<file path="config.mk">
export PLATFORM = sky130hd
export DESIGN_NAME = dsm_multi
export DESIGN_NICKNAME = d
export VERILOG_FILES = /design/src/rtl/dsm_multi.sv
export SDC_FILE = /design/constraint.sdc
export NUM_CORES = 1
export LEC_CHECK = 0
export CAP_MARGIN = 5
export CELL_PAD_IN_SITES_DETAIL_PLACEMENT = 1
export CELL_PAD_IN_SITES_GLOBAL_PLACEMENT = 1
export CORE_ASPECT_RATIO = 2
export CORE_MARGIN = 1
export CORE_UTILIZATION = 44
export CTS_BUF_LIST = sky130_fd_sc_hd__clkbuf_8
export CTS_CLUSTER_SIZE = 16
export DETAILED_ROUTE_END_ITERATION = 7
export GPL_TIMING_DRIVEN = 1
export PLACE_DENSITY_LB_ADDON = 0.3
export SLEW_MARGIN = 10
export SYNTH_ARGS = -nofsm -noshare
export SYNTH_HDL_FRONTEND = slang
export SYNTH_SLANG_ARGS = --single-unit
</file>
<file path="constraint.sdc">
create_clock -name clk -period 3.7 [get_ports clk]
set_input_delay 0.74 -clock clk [delete_from_list [all_inputs] [get_ports clk]]
set_output_delay 0.74 -clock clk [all_outputs]
set_load 0.05 [all_outputs]
</file>
<file path="src/rtl/dsm_multi.sv">
// Multi-channel first/second-order delta-sigma DAC modulator.
// Double-buffered PCM input, frame-synchronous mode/mute/sample update.
module dsm_multi #(
    parameter int DSM_WIDTH = 12,
    parameter int NUM_CH    = 2,
    parameter int OSR       = 64
) (
    input  logic                        clk,
    input  logic                        aclr,
    input  logic                        mode,
    input  logic                        mute,
    input  logic [NUM_CH*DSM_WIDTH-1:0] pcm_in,
    input  logic                        pcm_valid,
    output logic                        pcm_ready,
    output logic                        frame_tick,
    output logic                        underrun,
    output logic [NUM_CH-1:0]           dsm_out
);
    localparam int W  = DSM_WIDTH;
    localparam int IW = W + 4;
    localparam int SW = W + 6;
    localparam int CW = $clog2(OSR);
    localparam logic [W-1:0]         MID  = W'(2 ** (W - 1));
    localparam logic signed [SW-1:0] HALF = SW'(2 ** (W - 1));
    localparam logic signed [SW-1:0] SATP = SW'(2 ** (W + 2) - 1);
    localparam logic signed [SW-1:0] SATN = -SATP;
    localparam logic [CW-1:0]        LAST = CW'(OSR - 1);

    logic [CW-1:0]       cnt_q, cnt_d;
    logic [NUM_CH*W-1:0] pend_q, pend_d;
    logic [NUM_CH*W-1:0] act_q, act_d;
    logic                full_q, full_d;
    logic                mode_q, mode_d;
    logic                mute_q, mute_d;
    logic                tick_q, tick_d;
    logic                under_q, under_d;
    logic                frame_end;
    logic                mode_chg;

    function automatic logic signed [IW-1:0] sat(input logic signed [SW-1:0] v);
        if (v > SATP)
            return SATP[IW-1:0];
        else if (v < SATN)
            return SATN[IW-1:0];
        else
            return v[IW-1:0];
    endfunction

    always_comb begin
        frame_end = (cnt_q == LAST);
        mode_chg  = frame_end & (mode != mode_q);
        cnt_d     = frame_end ? '0 : cnt_q + CW'(1);
        tick_d    = frame_end;
        pend_d    = pend_q;
        full_d    = full_q;
        act_d     = act_q;
        mode_d    = mode_q;
        mute_d    = mute_q;
        under_d   = under_q;
        if (pcm_valid && !full_q) begin
            pend_d = pcm_in;
            full_d = 1'b1;
        end
        // A transfer landing on an empty boundary stays pending for the next frame
        if (frame_end) begin
            mode_d = mode;
            mute_d = mute;
            if (full_q) begin
                act_d  = pend_q;
                full_d = 1'b0;
            end else begin
                under_d = 1'b1;
            end
        end
    end

    always_ff @(posedge clk) begin
        if (aclr) begin
            cnt_q   <= '0;
            pend_q  <= '0;
            full_q  <= 1'b0;
            act_q   <= {NUM_CH{MID}};
            mode_q  <= 1'b0;
            mute_q  <= 1'b0;
            tick_q  <= 1'b0;
            under_q <= 1'b0;
        end else begin
            cnt_q   <= cnt_d;
            pend_q  <= pend_d;
            full_q  <= full_d;
            act_q   <= act_d;
            mode_q  <= mode_d;
            mute_q  <= mute_d;
            tick_q  <= tick_d;
            under_q <= under_d;
        end
    end

    assign pcm_ready  = ~full_q;
    assign frame_tick = tick_q;
    assign underrun   = under_q;

    for (genvar k = 0; k < NUM_CH; k++) begin : g_ch
        logic [W:0]            acc_q, acc_d;
        logic signed [IW-1:0]  i1_q, i1_d, i2_q, i2_d;
        logic signed [IW-1:0]  i1n, i2n;
        logic                  y_q, y_d;
        logic [W-1:0]          x;
        logic signed [SW-1:0]  xc, fb;

        always_comb begin
            x     = mute_q ? MID : act_q[k*W +: W];
            xc    = $signed({{(SW-W){1'b0}}, x}) - HALF;
            fb    = y_q ? HALF : -HALF;
            i1n   = sat(SW'(i1_q) + xc - fb);
            i2n   = sat(SW'(i2_q) + SW'(i1_q) - fb);
            acc_d = acc_q;
            i1_d  = i1_q;
            i2_d  = i2_q;
            y_d   = y_q;
            if (mode_chg) begin
                acc_d = '0;
                i1_d  = '0;
                i2_d  = '0;
                y_d   = 1'b0;
            end else if (mode_q) begin
                i1_d = i1n;
                i2_d = i2n;
                y_d  = ~i2n[IW-1];
            end else begin
                acc_d = {1'b0, acc_q[W-1:0]} + {1'b0, x};
            end
        end

        always_ff @(posedge clk) begin
            if (aclr) begin
                acc_q <= '0;
                i1_q  <= '0;
                i2_q  <= '0;
                y_q   <= 1'b0;
            end else begin
                acc_q <= acc_d;
                i1_q  <= i1_d;
                i2_q  <= i2_d;
                y_q   <= y_d;
            end
        end

        assign dsm_out[k] = mode_q ? y_q : acc_q[W];
    end

endmodule
</file>
==> impl_metrics.csv, run 1 <==
group,metric,value,unit
global_route,globalRouteTotalUtil,27.2,%
setup_path,critical_path_buf_inv_count,2,
power,ir_drop,0.384,mV
timing,finalHoldViolCount,0,
global_route,grt_pass1_wl,58800,µm
place,port-buffer-count,33,
drt,drt-total-wl,38400,µm
status,violations,"negative setup slack",
layout,areaGrowthSynthToFinish,20.7,%
timing,finalCritPeriodShare,108,%
layout,final_net_count,1818,
power,p_int,2260,µW
layout,final_common_cell,"inv_1",
place,gp_congestion,0.928,
global_route,antenna_found_initial,0,
logic_synthesis,syn_area_per_cell,7.73,µm²
setup_path,endpoint_kind,"register",
cts,clk_pin_slew,0.10,ns
die,die_h,233,µm
global_route,grt_pass1_vias,12266,
cts,clkSinkCount,151,
power,pwr-share-comb,4.2,%
status,status,"complete, but fails checks",
cts,htree_levels,4,
die,die_area,27300,µm²
die,die_width,117,µm
die,io-pin-count,34,
power,cellPowerDensity,218,nW/µm²
setup_path,critical_path.cell_chain,"buf_6 -> nand2b_4 -> ha_4 -> inv_4 -> ha_4 -> or2_4 -> o211a_1 -> o41a_1 -> or4_1 -> nand4_1 -> nor4_4 -> o31a_1 -> or3_4 -> a221oi_4",
logic_synthesis,synth-main-ff-cell,"dfxtp_1",
cts,ctsHoldBuffers,0,
logic_synthesis,postSynthCellCount,1516,
power,netSwitchingPower,820,µW
logic_synthesis,ys_async_sr_fraction,0,%
power,seqPwrFrac,53.8,%
timing,rsz0062_at_grt,"true",
cts,cts_buffers,17,
timing,max_slew.worst_pin.slew,0.811,ns
timing,fmax,251,MHz
power,clock_power_share,42.0,%
place,hpwlAfterDp,29400,µm
drt,drtPass1Iterations,4,
setup_path,setup.worst_path.start,"mute_q",
cts,ctsLongestPathBuffers,2,
power,p_sw_share,26.6,%
setup_path,crit_fanout,4,
die,core_area,26300,µm²
setup_path,worstSetupPathType,"register to register",
logic_synthesis,ys_ff_latch,151,
power,p_leak,0.00632,µW
setup_path,crit_slowest_cell,"or4_1",
die,num_rows,84,
layout,drive_gt1_share,16.7,%
cts,root_buffer,"clkbuf_8",
drt,drc,0,
cts,clk_latency,0.49,ns
job,drv_cap,0,
global_route,grt_max_degree,59,
drt,num_vias,11572,
timing,slew_violations,0,
setup_path,startpoint_type,"register",
logic_synthesis,synth_area,11700,µm²
logic_synthesis,synth_edf_count,0,
drt,met3_length,973,µm
timing,fin_ws,-0.283,ns
layout,n_antenna_cell,0,
cts,cts_tree,"yes",
drt,wl_met2,21500,µm
setup_path,worstPathArrival,4.38,ns
timing,clock_skew,0.0198,ns
drt,vias_per_cell,5.81,
global_route,globalRouteOverflowTotal,0,
drt,final_antenna_net_count,0,
drt,drt-initial-drc-count,378,
timing,period_needed,3.98,ns
min_path,hold_class,"register to register",
setup_path,cp_top_family,"simple AND/OR/NAND/NOR gates",
logic_synthesis,ys_types,76,
layout,fill_cells,3282,
drt,met1_length,13200,µm
logic_synthesis,yosysSeqAreaShare,25.8,%
min_path,hp-start,"g_ch[1].i2_q[9]",
place,place_ws,-0.117,ns
die,initial_core_util,44.6,%
timing,relSlewSlack,45.8,%
setup_path,cp_slowest_stage_delay,0.55,ns
drt,routedWlPerCell,19.3,µm
drt,highest_layer,"met4",
layout,layout_common_cells,"inv_1 (185), nand2_1 (153), dfxtp_1 (148), a21oi_1 (145), buf_4 (121)",
logic_synthesis,synth_nets,1700,
setup_path,r2r-start,"mute_q",
logic_synthesis,ys_warn_count,0,
setup_path,critPathRequiredTime,4.09,ns
setup_path,cpMostUsedCell,"ha_4",
layout,final_util,53.8,%
timing,setup-violations-final,11,
layout make-up:
| type | instances | area (µm²) | area share [%] |
|---|---|---|---|
| inverters | 188 | 708 | 5.01 |
| flip-flops and latches | 151 | 3030 | 21.4 |
| clock inverters | 15 | 156 | 1.11 |
| multi-input cells | 1114 | 8230 | 58.2 |
| clock buffers | 17 | 234 | 1.66 |
| repair buffers | 162 | 1350 | 9.52 |
| well taps | 344 | 430 | 3.04 |
sequential cells by signal (all words and copies together), names as in the netlist:
name / count
g_ch.i1_q: 32
g_ch.i2_q: 32
g_ch.acc_q: 26
act_q: 24
pend_q: 24
cnt_q: 6
g_ch.y_q: 2
frame_tick: 1
full_q: 1
mode_q: 1
mute_q: 1
underrun: 1
metrics by stage:
step                hold WS (ns)  TNS (ns)  power [µW]  std cells  area (µm²)
floorplan                  0.416         0        1760       1516       11700
global placement           0.429   -0.0424        1820       1943       13100
detailed placement         0.430    -0.849        1820       1943       13100
CTS                        0.442    -0.122        3120       1980       13600
global route               0.467     -3.08        3190       1991       14100
finish                     0.439     -1.89        3080       1991       14100
worst reg2reg max path, delay by kind of cell (launching register included):
family | cells | cell delay, ns
flops | 1 | 0.38
compound gates | 4 | 1.32
simple gates | 6 | 1.62
fa+ha+maj | 2 | 0.43
buf+inv | 2 | 0.15
cell usage after synthesis (all sizes together), types with 21 or more instances:
cell type  count  area share, %
inv          188            6.0
xnor2         29            2.2
a21oi        155            6.6
clkbuf        56            1.8
nand2        158            5.1
dfxtp        151             26
ha           137             15
o21a          21            1.3
nand2b        38            2.0
nor3          37            1.6
o21ai         93            4.0
nor2          83            2.7
nand3         24            1.0
nor2b         27            1.4
routing by layer:
metal / track usage (%) / up-vias
met2: 55.0 / 264
met4: 19.5 / 0
li1: - / 5546
met1: 23.8 / 5603
met5: 0 / -
met3: 4.12 / 159
logic make-up after synthesis:
kind of cell,after synthesis,synth area share [%]
compound gates,450,25.2
xor+xnor,49,3.66
fa+ha+maj,155,17.7
buf+inv,251,8.06
flops,151,25.8
mux,12,1.06
simple gates,448,18.5
power by group through the flow:
stage	clock network [µW]	registers [µW]	logic [µW]
2_1_floorplan	0	1690	71.1
3_3_place_gp	0	1690	126
3_5_place_dp	0	1690	129
4_1_cts	1330	1660	131
5_1_grt	1390	1660	142
6_report	1290	1660	131
worst paths after layout:
kind                           to  slack [ns]  cells past startpoint
setup / recovery  g_ch[1].i1_q[3]       -0.28                     14
hold / removal    g_ch[1].i2_q[9]        0.44                      2
setup reg to reg  g_ch[1].i1_q[3]       -0.28                     14
hold reg to reg   g_ch[1].i2_q[9]        0.44                      2
timing repair:
action	in CTS	in global routing
endpoints found under the setup margin	22	50
buffers inserted	4	10
pin swaps	5	29
cloned	1	1
gates resized for setup	13	103
No activity file was read; power rests on OpenSTA's default activity.
==> inputs of run 2 (changes only) <==
--- a/config.mk
+++ b/config.mk
@@ -16,6 +16,7 @@
 export DETAILED_ROUTE_END_ITERATION = 7
 export GPL_TIMING_DRIVEN = 1
 export PLACE_DENSITY_LB_ADDON = 0.3
+export SKIP_CTS_REPAIR_TIMING = 1
 export SLEW_MARGIN = 10
 export SYNTH_ARGS = -nofsm -noshare
 export SYNTH_HDL_FRONTEND = slang
==> impl_metrics.csv, run 2 (synthesized netlist as in run 1, its figures left out) <==
group,metric,value,unit
timing,relSlewSlack,45.2,%
cts,htree_levels,4,
timing,setup-violations-final,1,
power,cellPowerDensity,220,nW/µm²
layout,final_net_count,1812,
drt,routedWlPerCell,18.7,µm
layout,layout_common_cells,"inv_1 (184), nand2_1 (158), dfxtp_1 (148), a21oi_1 (144), ha_1 (121)",
global_route,globalRouteTotalUtil,27.0,%
timing,period_needed,3.70,ns
die,core_area,26300,µm²
place,post-place-cells,1943,
die,io-pin-count,34,
min_path,hold_class,"register to register",
cts,root_buffer,"clkbuf_8",
cts,clkSinkCount,151,
cts,cts_tree,"yes",
layout,n_antenna_cell,0,
cts,clk_pin_slew,0.09,ns
global_route,antenna_found_initial,0,
status,violations,"negative setup slack",
setup_path,cpMostUsedCell,"ha_1",
global_route,grt_max_degree,59,
drt,final_antenna_net_count,0,
die,die_width,117,µm
cts,cts_buffers,17,
die,die_h,233,µm
timing,rsz0062_at_grt,"true",
die,num_rows,84,
die,die_area,27300,µm²
setup_path,critical_path.cell_chain,"buf_12 -> nand2b_1 -> ha_1 -> inv_1 -> ha_1 -> a211o_1 -> a21oi_4 -> o21ai_1 -> a21oi_2 -> xnor2_1 -> nand2_1 -> o31a_1 -> or3_4 -> a221oi_4",
place,port-buffer-count,33,
layout,drive_gt1_share,15.4,%
layout,finalNonFillerCells,1985,
layout,final_util,53.3,%
power,ir_drop,0.382,mV
setup_path,worstPathArrival,4.10,ns
job,drv_cap,0,
setup_path,worstSetupPathType,"register to register",
die,initial_core_util,44.6,%
status,status,"complete, but fails checks",
setup_path,endpoint_kind,"register",
global_route,globalRouteOverflowTotal,0,
place,gp_congestion,0.928,
cts,ctsLongestPathBuffers,2,
layout,reg.largest.list,"g_ch.i1_q: 32 flops, g_ch.i2_q: 32 flops, g_ch.acc_q: 26 flops",
layout,final_common_cell,"inv_1",
global_route,grt_pass1_wl,58500,µm
timing,slew_violations,0,
drt,drt-initial-drc-count,346,
drt,num_vias,11474,
global_route,grt_pass1_vias,12148,
timing,finalHoldViolCount,0,
drt,drc,0,
power,finalPower,3080,µW
setup_path,startpoint_type,"register",
timing,clock_skew,0.0150,ns
setup_path,cp_slowest_stage_delay,0.41,ns
setup_path,critical_path_buf_inv_count,2,
drt,vias_per_cell,5.78,
timing,finalCritPeriodShare,100,%
timing,fmax,270,MHz
layout,areaGrowthSynthToFinish,19.4,%
setup_path,crit_slowest_cell,"o31a_1",
timing,max_slew.worst_pin.slew,0.820,ns
place,hpwlAfterDp,29400,µm
setup_path,cp_top_family,"compound AO/OA/AOI/OAI gates",
power,p_leak,0.00629,µW
drt,drt-total-wl,37200,µm
timing,fin_ws,-0.000720,ns
setup_path,critPathRequiredTime,4.10,ns
drt,drtPass1Iterations,4,
cts,clk_latency,0.49,ns
setup_path,crit_fanout,20,
run 2: tightest hold or removal path, delay by kind of cell (launching register included):
family | cells | cell delay [ns]
DFF | 1 | 0.32
and+or+nand+nor | 2 | 0.09
run 2: worst paths after layout:
check,start,cells past startpoint,end,slack (ns)
max,mute_q,14,g_ch[1].i1_q[3],-0.0007
min,g_ch[1].i2_q[9],2,g_ch[1].i2_q[9],0.44
max reg2reg,mute_q,14,g_ch[1].i1_q[3],-0.0007
min reg2reg,g_ch[1].i2_q[9],2,g_ch[1].i2_q[9],0.44
run 2: through the flow:
step | TNS [ns] | cell area, µm² | worst slack [ns] | hold slack (ns)
global route | -1.32 | 14000 | -0.132 | 0.468
global placement | -0.0424 | 13100 | -0.0424 | 0.429
floorplan | 0 | 11700 | 0.114 | 0.416
finish | -0.000720 | 14000 | -0.000720 | 0.440
CTS | -1.50 | 13500 | -0.155 | 0.442
detailed placement | -0.849 | 13100 | -0.117 | 0.430
run 2: where the power goes:
part	internal, µW	leakage [µW]	total (µW)	switching (µW)
logic	55.2	0.00487	129	74.3
clock network	560	0.000201	1300	736
registers	1640	0.00122	1660	11.3
total	2260	0.00629	3080	821
run 2: routing by layer:
layer | vias up | part of all wire (%) | track usage [%]
met2 | 203 | 56 | 54.8
li1 | 5531 | - | -
met3 | 144 | 2.3 | 4.07
met5 | - | 0 | 0
met4 | 0 | 6.8 | 18.5
met1 | 5596 | 34 | 23.8
run 2: area by class of cell:
type                            instances  area, µm²
Clock buffer                           17        234
Inverter                              188        708
Multi-Input combinational cell       1114       8140
Timing Repair Buffer                  156       1300
Sequential cell                       151       3030
Clock inverter                         15        156
Fill cell                            3288      12300
Tap cell                              344        430
